File: src/rtl/pwm_dt_pkg.sv
// Shared state encoding and defaults for the complementary PWM dead-time output stage.
package pwm_dt_pkg;

  localparam int DT_WIDTH_DEF = 8;

  typedef enum logic [2:0] {
    ST_IDLE,
    ST_ON_P,
    ST_DT_TO_N,
    ST_ON_N,
    ST_DT_TO_P
  } dt_state_t;

  // Gate-drive pair {oc, ocn} presented while the FSM sits in a given state.
  function automatic logic [1:0] drive_of(input dt_state_t s);
    case (s)
      ST_ON_P: return 2'b10;
      ST_ON_N: return 2'b01;
      default: return 2'b00;
    endcase
  endfunction

endpackage

File: src/rtl/pwm_dt_chan.sv
// One complementary output channel: reference edge detect, dead-time FSM and
// dead-time counter, with the gate drives registered from the next state.
module pwm_dt_chan
  import pwm_dt_pkg::*;
#(
  parameter int DT_WIDTH = DT_WIDTH_DEF
) (
  input  logic                clk,
  input  logic                rst,
  input  logic                i_en,
  input  logic                i_ref,
  input  logic [DT_WIDTH-1:0] i_dtg,
  output logic                o_oc,
  output logic                o_ocn
);

  logic                r_ref_prev;
  dt_state_t           r_state;
  logic [DT_WIDTH-1:0] r_cnt;
  logic                r_oc;
  logic                r_ocn;

  logic                w_rise;
  logic                w_fall;
  logic                w_dt_zero;
  logic [DT_WIDTH-1:0] w_load;
  dt_state_t           w_state_next;
  logic [DT_WIDTH-1:0] w_cnt_next;

  assign w_rise    = i_ref & ~r_ref_prev;
  assign w_fall    = ~i_ref & r_ref_prev;
  assign w_dt_zero = (i_dtg == '0);
  // Entry edge counts as the first dead-time cycle, so load dtg-1.
  assign w_load    = i_dtg - DT_WIDTH'(1);

  always_comb begin
    w_state_next = r_state;
    w_cnt_next   = r_cnt;
    if (!i_en) begin
      w_state_next = ST_IDLE;
      w_cnt_next   = '0;
    end else if (w_rise) begin
      if (w_dt_zero) begin
        w_state_next = ST_ON_P;
      end else begin
        w_state_next = ST_DT_TO_P;
        w_cnt_next   = w_load;
      end
    end else if (w_fall) begin
      if (w_dt_zero) begin
        w_state_next = ST_ON_N;
      end else begin
        w_state_next = ST_DT_TO_N;
        w_cnt_next   = w_load;
      end
    end else begin
      case (r_state)
        ST_IDLE: w_state_next = i_ref ? ST_ON_P : ST_ON_N;
        ST_DT_TO_P: begin
          if (r_cnt == '0) w_state_next = ST_ON_P;
          else             w_cnt_next   = r_cnt - DT_WIDTH'(1);
        end
        ST_DT_TO_N: begin
          if (r_cnt == '0) w_state_next = ST_ON_N;
          else             w_cnt_next   = r_cnt - DT_WIDTH'(1);
        end
        default: ;
      endcase
    end
  end

  always_ff @(posedge clk or posedge rst) begin
    if (rst) begin
      r_ref_prev <= 1'b0;
      r_state    <= ST_IDLE;
      r_cnt      <= '0;
      r_oc       <= 1'b0;
      r_ocn      <= 1'b0;
    end else begin
      r_ref_prev     <= i_ref;
      r_state        <= w_state_next;
      r_cnt          <= w_cnt_next;
      {r_oc, r_ocn}  <= drive_of(w_state_next);
    end
  end

  assign o_oc  = r_oc;
  assign o_ocn = r_ocn;

endmodule

File: src/rtl/pwm_deadtime_out.sv
// Two-channel complementary PWM output stage with dead-time insertion.
// Define PWM_DT_BREAK_EN to compile in the break input and sticky brk_flag.
module pwm_deadtime_out
  import pwm_dt_pkg::*;
#(
  parameter int DT_WIDTH = DT_WIDTH_DEF
) (
  input  logic                clk,
  input  logic                rst,
  input  logic                pwm_ch1,
  input  logic                pwm_ch2,
  input  logic [DT_WIDTH-1:0] dtg,
  input  logic                moe,
  input  logic                break_in,
  input  logic                brk_clr,
  output logic                oc1,
  output logic                oc1n,
  output logic                oc2,
  output logic                oc2n,
  output logic                brk_flag
);

  logic [1:0] w_ref;
  logic [1:0] w_oc;
  logic [1:0] w_ocn;
  logic       w_en;

  assign w_ref = {pwm_ch2, pwm_ch1};

`ifdef PWM_DT_BREAK_EN
  logic r_brk_flag;

  // Break wins over clear; outputs stay parked until the flag is cleared.
  always_ff @(posedge clk or posedge rst) begin
    if (rst)          r_brk_flag <= 1'b0;
    else if (break_in) r_brk_flag <= 1'b1;
    else if (brk_clr)  r_brk_flag <= 1'b0;
  end

  assign w_en     = moe & ~break_in & ~r_brk_flag;
  assign brk_flag = r_brk_flag;
`else
  logic w_unused_brk;

  assign w_unused_brk = break_in ^ brk_clr;
  assign w_en         = moe;
  assign brk_flag     = 1'b0;
`endif

  generate
    for (genvar gi = 0; gi < 2; gi++) begin : g_chan
      pwm_dt_chan #(
        .DT_WIDTH(DT_WIDTH)
      ) u_chan (
        .clk   (clk),
        .rst   (rst),
        .i_en  (w_en),
        .i_ref (w_ref[gi]),
        .i_dtg (dtg),
        .o_oc  (w_oc[gi]),
        .o_ocn (w_ocn[gi])
      );
    end
  endgenerate

  assign oc1  = w_oc[0];
  assign oc1n = w_ocn[0];
  assign oc2  = w_oc[1];
  assign oc2n = w_ocn[1];

endmodule

File: config.mk
export PLATFORM = sky130hd
export DESIGN_NAME = pwm_deadtime_out
export DESIGN_NICKNAME = d
export VERILOG_FILES = /design/src/rtl/pwm_dt_pkg.sv /design/src/rtl/pwm_dt_chan.sv /design/src/rtl/pwm_deadtime_out.sv
export SDC_FILE = /design/constraint.sdc
export NUM_CORES = 1
export LEC_CHECK = 0
export ABC_AREA = 1
export CORE_AREA = 4 4 71 73
export CTS_CLUSTER_DIAMETER = 120
export CTS_CLUSTER_SIZE = 10
export DETAILED_ROUTE_END_ITERATION = 8
export DIE_AREA = 0 0 75 77
export PLACE_DENSITY = 0.73
export SLEW_MARGIN = 20
export SYNTH_ARGS = -nofsm -noshare
export SYNTH_HDL_FRONTEND = slang
export SYNTH_SLANG_ARGS = --single-unit
export TNS_END_PERCENT = 5
File: constraint.sdc
create_clock -name clk -period 1.4 [get_ports clk]
set_input_delay 0.14 -clock clk [delete_from_list [all_inputs] [get_ports clk]]
set_output_delay 0.14 -clock clk [all_outputs]
set_load 0.05 [all_outputs]
# Word-level counts from Yosys, hierarchy flattened
# Index checks and enable logic that the tools add are counted.
# Widths: inputs -> output; s select.
[word_totals]
regBits = 28
[op_classes]
n_eq_ne = 12
mux = 30
bitwise = 8
n_reduce_logical = 9
addsub = 3
[ops]
columns = ["cell", "n"]
rows = [
  ["$mux 8", 12],
  ["$mux 3", 11],
  ["$logic_not 8->1", 3],
  ["$sub 8x1->8 const B", 3],
  ["$pmux 3 s3", 2],
  ["$ne 4x2->1 const B", 4],
  ["$eq 3x2->1 const B", 4],
  ["$pmux 2 s2", 2],
  ["$eq 3x1->1 const B", 2],
  ["$eq 3x3->1 const B", 2],
  ["$logic_not 3->1", 2],
  ["$and 1x1->1", 4],
  ["$mux 2", 2],
  ["$not 1->1", 4],
  ["$reduce_and 2->1", 2],
  ["$reduce_or 2->1", 2],
  ["$mux 1", 1],
]

# Depth between registers and ports, before layout
# Gate-level depths: netlist (run 1).
[depth]
word_depth = 8
depth_mapped = 10
ltp_nobuf = 10

# Cells and area by module
# A second synthesis (run 1) with hierarchy kept.
[unflattened]
hier_cells = 354
hier_area_um2 = 2388.5
[modules_own_cells]
columns = ["mod", "seq_area_each_um2", "cells_each", "area_per_inst_um2", "instances"]
rows = [
  ["pwm_dt_chan", 350.3, 176, 1188.6, 2],
  ["pwm_deadtime_out", 0.0, 2, 11.3, 1],
]

# Least setup slack after synthesis (run 1)
# OpenSTA, ideal clock, no wires.
[synth_path]
kind = "reg-to-reg"
from = "reg g_chan[0].u_chan.r_cnt[0]"
to = "reg g_chan[0].u_chan.r_cnt[1]"
period_less_slack_ns = 1.425
t_arrival_ns = 1.312
n_path_buf = 0
stages_incl_launch_ff = 10
required_time_ns = 1.287
path_slack_ns = -0.025
cell_sequence = "dfrtp_1 inv_1 ha_1 nand2_2 o21ai_4 nand2_1 nand2_1 nand2_1 nand2_1 inv_1"
[synth_via]
elab_chain_cells = 6
elab_cells_between_ends = 9
[synth_rtl]
columns = ["element", "line_no", "rtl"]
rows = [
  ["start: declaration", "pwm_dt_chan.sv:19", "logic [DT_WIDTH-1:0] r_cnt;"],
  ["start signal: assignment", "pwm_dt_chan.sv:82", "r_cnt <= w_cnt_next;"],
  ["$sub 8x1->8", "pwm_dt_chan.sv:61, pwm_dt_chan.sv:65", ""],
  ["$mux 8", "pwm_dt_chan.sv:60, pwm_dt_chan.sv:64", ""],
  ["$mux 8", "n/a", ""],
  ["$mux 8", "pwm_dt_chan.sv:49", "end else if (w_fall) begin"],
  ["$mux 8", "pwm_dt_chan.sv:42", "end else if (w_rise) begin"],
  ["$mux 8", "pwm_dt_chan.sv:39", "if (!i_en) begin"],
]
# Several ways; a longest one is shown, not always the timed one. The select of a mux whose other input is x is not followed.
# A chain may end at the register's enable or synchronous reset.

# Worst setup path in the final report (run 1)
[layout_path]
from = "reg g_chan[1].u_chan.r_cnt[1]"
to = "reg g_chan[1].u_chan.r_cnt[0]"
[layout_via]
elab_chain_cells = 3
[layout_rtl]
columns = ["element", "line_no"]
rows = [
  ["start: declaration", "pwm_dt_chan.sv:19"],
  ["start signal: assignment", "pwm_dt_chan.sv:82"],
  ["$logic_not 8->1", "pwm_dt_chan.sv:60, pwm_dt_chan.sv:64"],
  ["$ne 4x2->1 (no line)", "n/a"],
  ["$reduce_and 2->1 (no line)", "n/a"],
]
# Every way passes these cells.

==> results of run 1 <==
-- cells in the mapped netlist --
cell | instances | area [um2]
or2_2 | 1 | 6.26
nand2_2 | 6 | 37.5
xor2_1 | 4 | 35.0
o31ai_1 | 1 | 7.51
nand4_1 | 10 | 62.6
nand3_1 | 37 | 185
nand2_4 | 2 | 22.5
buf_4 | 1 | 7.51
clkinv_1 | 1 | 3.75
nor2_8 | 1 | 20.0
o21ai_0 | 14 | 70.1
nor3_1 | 1 | 5.00
inv_2 | 2 | 7.51
ha_1 | 7 | 87.6
nor2_2 | 2 | 12.5
inv_1 | 39 | 146
o21ai_4 | 2 | 32.5
buf_2 | 3 | 15.0
a21oi_2 | 3 | 26.3
nor2_1 | 27 | 101
buf_8 | 1 | 15.0
xnor2_1 | 2 | 17.5
o21ai_1 | 3 | 15.0
nor3_2 | 1 | 10.0
nor2_4 | 2 | 22.5
dfrtp_1 | 28 | 701
conb_1 | 1 | 3.75
nand2_1 | 93 | 349
nand3b_1 | 1 | 7.51
a21oi_1 | 9 | 45.0
nand3_2 | 4 | 40.0
-- final cells by class --
cell class	instances	area (um2)	area share (%)
Sequential cell	28	701	23.7
Timing Repair Buffer	80	638	21.6
Clock buffer	3	41.3	1.40
Inverter	42	159	5.37
Multi-Input combinational cell	234	1350	45.8
Tap cell	52	65.1	2.20
-- kinds of logic after synthesis --
| kind of cell | after synthesis | share of synthesized area [%] |
|---|---|---|
| other | 1 | 0.177 |
| buffers and inverters | 47 | 9.21 |
| AO/OA/AOI/OAI | 32 | 9.27 |
| AND/OR/NAND/NOR | 188 | 41.6 |
| XOR/XNOR | 6 | 2.48 |
| adder cells (fa/ha/maj) | 7 | 4.13 |
| flip-flops | 28 | 33.1 |
-- layer usage --
metal | global-route usage, % | vias up
met5 | 0 | -
met4 | 5.34 | 0
met3 | 3.27 | 11
met2 | 32.6 | 97
met1 | 30.9 | 1098
li1 | - | 1148
-- flip-flops by register name, summed over array words and instances, names as in the netlist --
name,count
g_chan.u_chan.o_oc,2
g_chan.u_chan.o_ocn,2
g_chan.u_chan.r_cnt,16
g_chan.u_chan.r_ref_prev,2
g_chan.u_chan.r_state,6
-- timing repair --
item                       CTS  global route
gates resized for setup     25            26
cloned                       1             0
setup endpoints to repair   24            23
buffers inserted             3             5
pin swaps                   12            11
hold endpoints to repair     0             0
-- final timing paths --
path,startpoint,endpoint,slack (ns),depth (start not counted)
worst max register to register,g_chan[1].u_chan.r_cnt[1],g_chan[1].u_chan.r_cnt[0],-0.08,8
max in group asynchronous,rst,g_chan[1].u_chan.r_cnt[3],0.91,3
worst max-delay path,g_chan[1].u_chan.r_cnt[1],g_chan[1].u_chan.r_cnt[0],-0.08,8
min in group asynchronous,rst,g_chan[0].u_chan.r_cnt[0],0.22,3
worst min-delay path,pwm_ch1,g_chan[0].u_chan.r_ref_prev,0.19,1
worst min register to register,g_chan[0].u_chan.r_state[0],g_chan[0].u_chan.r_state[1],0.63,3
-- per-stage QoR --
step                      instances  util (%)
after floorplan                 309         -
after global placement          427      62.2
after detailed placement        427      62.2
after CTS                       434      65.1
after global routing            439      67.9
final                           439      67.9
-- power groups by stage --
stage / registers [uW] / clock network [uW] / logic [uW]
detailed placement: 996 / 0 / 1340
global route: 1000 / 494 / 1750
finish: 987 / 460 / 1600
CTS: 985 / 458 / 1440
floorplan: 1030 / 0 / 758
global placement: 994 / 0 / 1310
-- cell usage in the layout (no fill, tap or decap), drive strengths merged --
cell           Yosys  layout
nor2              32      32
dfrtp             28      28
ha                 7       7
nand3b             1       1
nand2            101     101
inv               41      41
clkinv             1       1
a21oi             12      12
xnor2              2       2
dlygate4sd2        0       1
buf                5      68
o21ai             19      19
clkdlybuf4s50      0      11
nor3               2       2
conb               1       1
nand3             41      41
or2                1       1
o31ai              1       1
clkbuf             0       3
xor2               4       4
nand4             10      10
==> results.txt, run 1 <==
----------------------------------------------------
[Outcome]
  Outcome ... finished, violations left
  Violated checks ... setup timing

[Drt]
  Post-DR wirelength/cell ... 13.6 um
  Remaining routing DRC violations ... 0
  Wire length on met3 ... 483 um
  Sum of routed wire length over all layers ... 5950 um
  Routed metal-1 wirelength ... 2600 um
  Uppermost metal layer occupied by signal nets ... met4
  Number of iterations in the first detailed-routing pass ... 8
  Routed wl met2 ... 2770 um
  Count of antenna-violating nets left after detailed routing ... 0
  Via/cell ratio ... 5.36
  Number of vias in the routed layout ... 2354
  Starting DRT DRC Count ... 226

[Worst setup path]
  Crit path cell chain ... inv_2 -> ha_4 -> nand3_4 -> o21ai_4 -> buf_4 -> buf_4 -> nand4_1 -> nand2_1
  CP Launch Type ... flip-flop
  Cell family with most CP delay ... flip-flops
  Required arrival time at the worst endpoint ... 1.62 ns
  Crit-path max cell delay ... 0.40 ns
  Data arrival time at the worst-slack endpoint ... 1.70 ns
  Kind of critical path ... reg -> reg
  Slowest-stage cell, CP ... dfrtp_1
  Buffer and inverter count on the worst path ... 3
  Cell mode on critical path ... buf_4
  Kind of end point of the critical path ... flip-flop
  Maximum fanout along the worst path ... 5

[STA]
  Post-route minimum period ... 1.48 ns
  Setup total negative slack ... -0.498 ns
  Crit share post-route ... 105%
  Setup WS post-layout ... -0.0769 ns
  Maximum achievable frequency ... 677 MHz
  Final setup skew ... 0.00249 ns
  Finish-stage setup viols ... 14
  Slew Viols, Final ... 0
  Unrepaired setup endpoints after global routing ... yes
  Hold Worst Slack ... 0.193 ns
  Hold violation count in the final report ... 0

[Power and ir drop]
  Clock share of power ... 15.1%
  Ratio of total power to cell area ... 1030 nW/um2
  Pleak ... 0.00159 uW
  Internal Dissipation ... 1840 uW
  Overall power ... 3040 uW
  Worst-case vdd ir drop ... 0.580 mV
  Sequential fraction of design power ... 32.4%
  Switching fraction of total power ... 39.6%
  Gate power share ... 52.5%
  Sw Pwr ... 1210 uW

[Hold path]
  Tightest Hold Check Type ... in -> reg

[Synth]
  Proportion of synthesized chip area in sequential cells ... 33.1%
  Number of cells produced by synthesis ... 309
  Synthesis Warnings ... 0
  Distinct cell type count of the synthesized netlist ... 31
  Mean cell area of the mapped netlist ... 6.86 um2
  Post-synth net total ... 331
  Post-synthesis instance area ... 2120 um2
  Synthesized flop and latch total ... 28

[Floorplanning]
  Area of the core ... 4350 um2
  Die height ... 77 um
  Number of top-level pins ... 20
  DIE AREA ... 5780 um2
  Site Rows ... 24
  Effective utilization at floorplan ... 48.6%
  Die width ... 75 um

[Cells and area]
  Number of inserted diodes ... 0
  Net total in the final layout ... 411
  Post-route standard cell area excluding fillers ... 2960 um2
  Proportion of layout cells with a drive suffix above 1 ... 32.6%
  Area overhead of the layout relative to synthesis ... 39.6%
  Fill cell instance count of the final layout ... 337

[CTS]
  Hold buffer count at CTS ... 0
  Clock sink count ... 28
  Root Buffer Master ... clkbuf_8
  Clock latency at the later pin of the worst-skew pair ... 0.28 ns
  Number of levels the H-tree was split into ... 1
  Clock tree from TritonCTS ... built
  Bufs on Longest Clock Path ... 2
  Clock edge transition at the registers on the reported setup and hold paths ... 0.10 ns
  Number of buffers created by CTS ... 3

[Global route]
  Maximum number of pins on one net before global-route repair ... 29
  Overall track demand over capacity in global routing ... 21.3%
  Number of antenna violations at the first check in global routing ... 0
  Global-route wire length before repair ... 9740 um
  Gr ovfl total ... 0
  Number of global-route vias before repair ... 2154

[Placement]
  Post-detail-place hpwl ... 4170 um
  Cell Area, Placed ... 2710 um2
  Pre-CTS WS ... -0.462 ns
  Number of port buffers ... 16
  Final weighted congestion of routability-driven global placement ... 0.855

[Flow run]
  MaxCap Viol Count ... 0

----------------------------------------------------
No activity file was read; power rests on OpenSTA's default activity.
==> run 2: changes to the inputs <==
Settings changed: CTS_CLUSTER_SIZE 10 to 20.
==> results of run 2 <==
Same layout as run 1: the final DEF is identical, and so are final timing and power.
==> run 3: changes to the inputs <==
Settings changed: CORE_AREA 4 4 71 73 to 10 10 77 79, DIE_AREA 0 0 75 77 to 0 0 87 89.
==> run 3 against run 2 <==
Against the previous run:
- the run still ends with setup timing left
- first-iteration DRC count down 32%
- clock power is 11% higher
- register-to-register slack is essentially flat
- hold slack worse by 0.15 ns
- flip-flop and latch count is the same
- maximum frequency increased by 0.69%
- sequential share of layout area is essentially flat
- core utilization shrank 2.6 points
- sequential power is 0.8% higher
- final cell count down 0.91%
- non-clock buffer count is 8 lower
- largest power group unchanged
==> results.txt, run 3 (synthesized netlist as in run 1, its figures left out) <==
----------------------------------------------------
[Outcome]
  Outcome ... finished, violations left (unchanged)
  Violated checks ... setup timing (unchanged)

[Global route]
  Number of global-route vias before repair ... 2213 (was 2154)
  Gr ovfl total ... 0 (unchanged)
  Global-route wire length before repair ... 9890 um (was 9740 um)
  Overall track demand over capacity in global routing ... 15.6% (was 21.3%)
  Number of antenna violations at the first check in global routing ... 0 (unchanged)
  Maximum number of pins on one net before global-route repair ... 29 (unchanged)

[Floorplanning]
  Effective utilization at floorplan ... 46.7% (was 48.6%)
  Die height ... 89 um (was 77 um)
  Site Rows ... 25 (was 24)
  Area of the core ... 4540 um2 (was 4350 um2)
  DIE AREA ... 7740 um2 (was 5780 um2)
  Number of top-level pins ... 20 (unchanged)
  Die width ... 87 um (was 75 um)

[CTS]
  Number of levels the H-tree was split into ... 1 (unchanged)
  Clock latency at the later pin of the worst-skew pair ... 0.28 ns (about the same)
  Root Buffer Master ... clkbuf_8 (unchanged)
  Number of buffers created by CTS ... 3 (unchanged)
  Bufs on Longest Clock Path ... 2 (unchanged)
  Clock sink count ... 28 (unchanged)
  Clock edge transition at the registers on the reported setup and hold paths ... 0.10 ns (about the same)
  Clock tree from TritonCTS ... built (unchanged)

[Power and ir drop]
  Worst-case vdd ir drop ... 0.789 mV (was 0.580 mV)
  Sw Pwr ... 1180 uW (was 1210 uW)
  Ratio of total power to cell area ... 1010 nW/um2 (was 1030 nW/um2)
  Internal Dissipation ... 1810 uW (was 1840 uW)
  Gate power share ... 49.8% (was 52.5%)
  Clock share of power ... 17.0% (was 15.1%)
  Sequential fraction of design power ... 33.2% (was 32.4%)
  Switching fraction of total power ... 39.5% (was 39.6%)
  Pleak ... 0.00161 uW (was 0.00159 uW)

[Cells and area]
  Biggest register ... g_chan.u_chan.r_cnt (unchanged)
  Fill cell instance count of the final layout ... 378 (was 337)
  Max FFs per register ... 16 (unchanged)
  Net total in the final layout ... 404 (was 411)
  Area overhead of the layout relative to synthesis ... 39.8% (was 39.6%)
  Number of inserted diodes ... 0 (unchanged)
  Proportion of layout cells with a drive suffix above 1 ... 32.8% (was 32.6%)
  Most common cell after layout, fill and taps aside ... nand2_1 (unchanged)
  Largest registers ... g_chan.u_chan.r_cnt x16, g_chan.u_chan.r_state x6 (unchanged)
  Filler-free cell count of the finished design ... 435 (was 439)
  Most frequent cells in the layout ... nand2_1, buf_4, nand3_1, inv_1, dfrtp_1 (unchanged)

[Worst setup path]
  Capturing element of the worst setup path ... g_chan[1].u_chan.r_cnt[1] (was g_chan[1].u_chan.r_cnt[0])
  Endpoint of the worst register-to-register path ... g_chan[1].u_chan.r_cnt[1] (was g_chan[1].u_chan.r_cnt[0])
  Kind of end point of the critical path ... flip-flop (unchanged)
  Kind of critical path ... reg -> reg (unchanged)
  Maximum fanout along the worst path ... 5 (unchanged)
  CP Launch Type ... flip-flop (unchanged)
  Data arrival time at the worst-slack endpoint ... 1.65 ns (was 1.70 ns)
  Required arrival time at the worst endpoint ... 1.59 ns (was 1.62 ns)
  Register-to-register setup slack ... -0.07 ns (was -0.08 ns)
  Worst reg-to-reg path cell count ... 8 (unchanged)
  Worst Setup SP ... g_chan[1].u_chan.r_cnt[5] (was g_chan[1].u_chan.r_cnt[1])
  FF-to-FF Start ... g_chan[1].u_chan.r_cnt[5] (was g_chan[1].u_chan.r_cnt[1])

[Hold path]
  Tightest Hold Check Type ... in -> reg (unchanged)
  Depth of the worst hold-timing path ... 1 (unchanged)

[STA]
  Post-route minimum period ... 1.47 ns (was 1.48 ns)
  Setup WS post-layout ... -0.0667 ns (was -0.0769 ns)
  Crit share post-route ... 105% (about the same)
  Unrepaired setup endpoints after global routing ... yes (unchanged)
  Finish-stage setup viols ... 10 (was 14)
  Maximum achievable frequency ... 682 MHz (was 677 MHz)
  Slew Viols, Final ... 0 (unchanged)
  Hold violation count in the final report ... 0 (unchanged)
  Final setup skew ... 0.00887 ns (was 0.00249 ns)
  Hold Worst Slack ... 0.0408 ns (was 0.193 ns)

[Placement]
  Final weighted congestion of routability-driven global placement ... 0.851 (was 0.855)
  Post-detail-place hpwl ... 4360 um (was 4170 um)
  Number of port buffers ... 16 (unchanged)
  Total placed cells including tap cells ... 425 (was 427)

[Drt]
  Post-DR wirelength/cell ... 14.2 um (was 13.6 um)
  Number of vias in the routed layout ... 2314 (was 2354)
  Remaining routing DRC violations ... 0 (unchanged)
  Uppermost metal layer occupied by signal nets ... met4 (unchanged)
  Count of antenna-violating nets left after detailed routing ... 0 (unchanged)
  Number of iterations in the first detailed-routing pass ... 5 (was 8)
  Wire length on met3 ... 400 um (was 483 um)
  Starting DRT DRC Count ... 153 (was 226)
  Sum of routed wire length over all layers ... 6170 um (was 5950 um)
  Via/cell ratio ... 5.32 (was 5.36)
  Routed metal-1 wirelength ... 2680 um (was 2600 um)
  Routed wl met2 ... 2960 um (was 2770 um)

[Flow run]
  MaxCap Viol Count ... 0 (unchanged)

----------------------------------------------------
run 3: power groups by stage:
stage | clock network, uW | registers (uW) | logic, uW
4_1_cts | 518 | 989 | 1380
3_3_place_gp | 0 | 998 | 1260
2_1_floorplan | 0 | 1030 | 758
5_1_grt | 551 | 1000 | 1650
6_report | 510 | 995 | 1490
3_5_place_dp | 0 | 999 | 1290
run 3: worst min-delay path by stage:
| stage | end | slack [ns] | startpoint |
|---|---|---|---|
| floorplan | g_chan[0].u_chan.r_ref_prev | 0.17 | pwm_ch1 |
| global placement | g_chan[1].u_chan.o_oc | 0.54 | rst |
| detailed placement | g_chan[0].u_chan.o_ocn | 0.55 | rst |
| CTS | g_chan[0].u_chan.r_ref_prev | 0.20 | pwm_ch1 |
| global route | g_chan[1].u_chan.r_ref_prev | 0.07 | pwm_ch2 |
| finish | g_chan[1].u_chan.r_ref_prev | 0.04 | pwm_ch2 |
run 3: worst max-delay path: stages, from the launching register on:
cell	delay, ns
dfrtp_1	0.46
nor2_2	0.15
nand2_1	0.10
o21ai_4	0.30
nand3_4	0.16
nand2_2	0.08
nand2_1	0.05
nand2_1	0.05
inv_1	0.03
run 3: final cells by class:
class	instances	area (um2)	area share [%]
Timing Repair Buffer	72	586	19.8
Inverter	42	158	5.32
Tap cell	54	67.6	2.28
Clock buffer	4	55.1	1.86
Multi-Input combinational cell	235	1400	47.1
Sequential cell	28	701	23.7
run 3: repair_timing:
action	4_1_cts	5_1_grt
hold buffers	0	0
gates cloned	0	1
pin swaps	7	12
buffers inserted	5	0
gates resized for setup	25	35
setup endpoints to repair	22	23
run 3: metal layers:
layer  track usage (%)  vias to the layer above
met5                 0                        -
met4              5.89                        0
met3              2.83                       16
met2              26.6                      102
met1              19.1                     1058
li1                  -                     1138
run 3: per-stage QoR:
stage	setup WS, ns	TNS, ns	power [uW]	utilization [%]	area [um2]
2_1_floorplan	-0.00939	-0.00939	1790	-	2120
3_3_place_gp	-0.392	-7.65	2260	59.1	2680
3_5_place_dp	-0.430	-8.58	2290	59.1	2680
4_1_cts	-0.0120	-0.0345	2890	62.9	2850
5_1_grt	-0.142	-1.43	3200	65.3	2960
6_report	-0.0667	-0.201	2990	65.3	2960
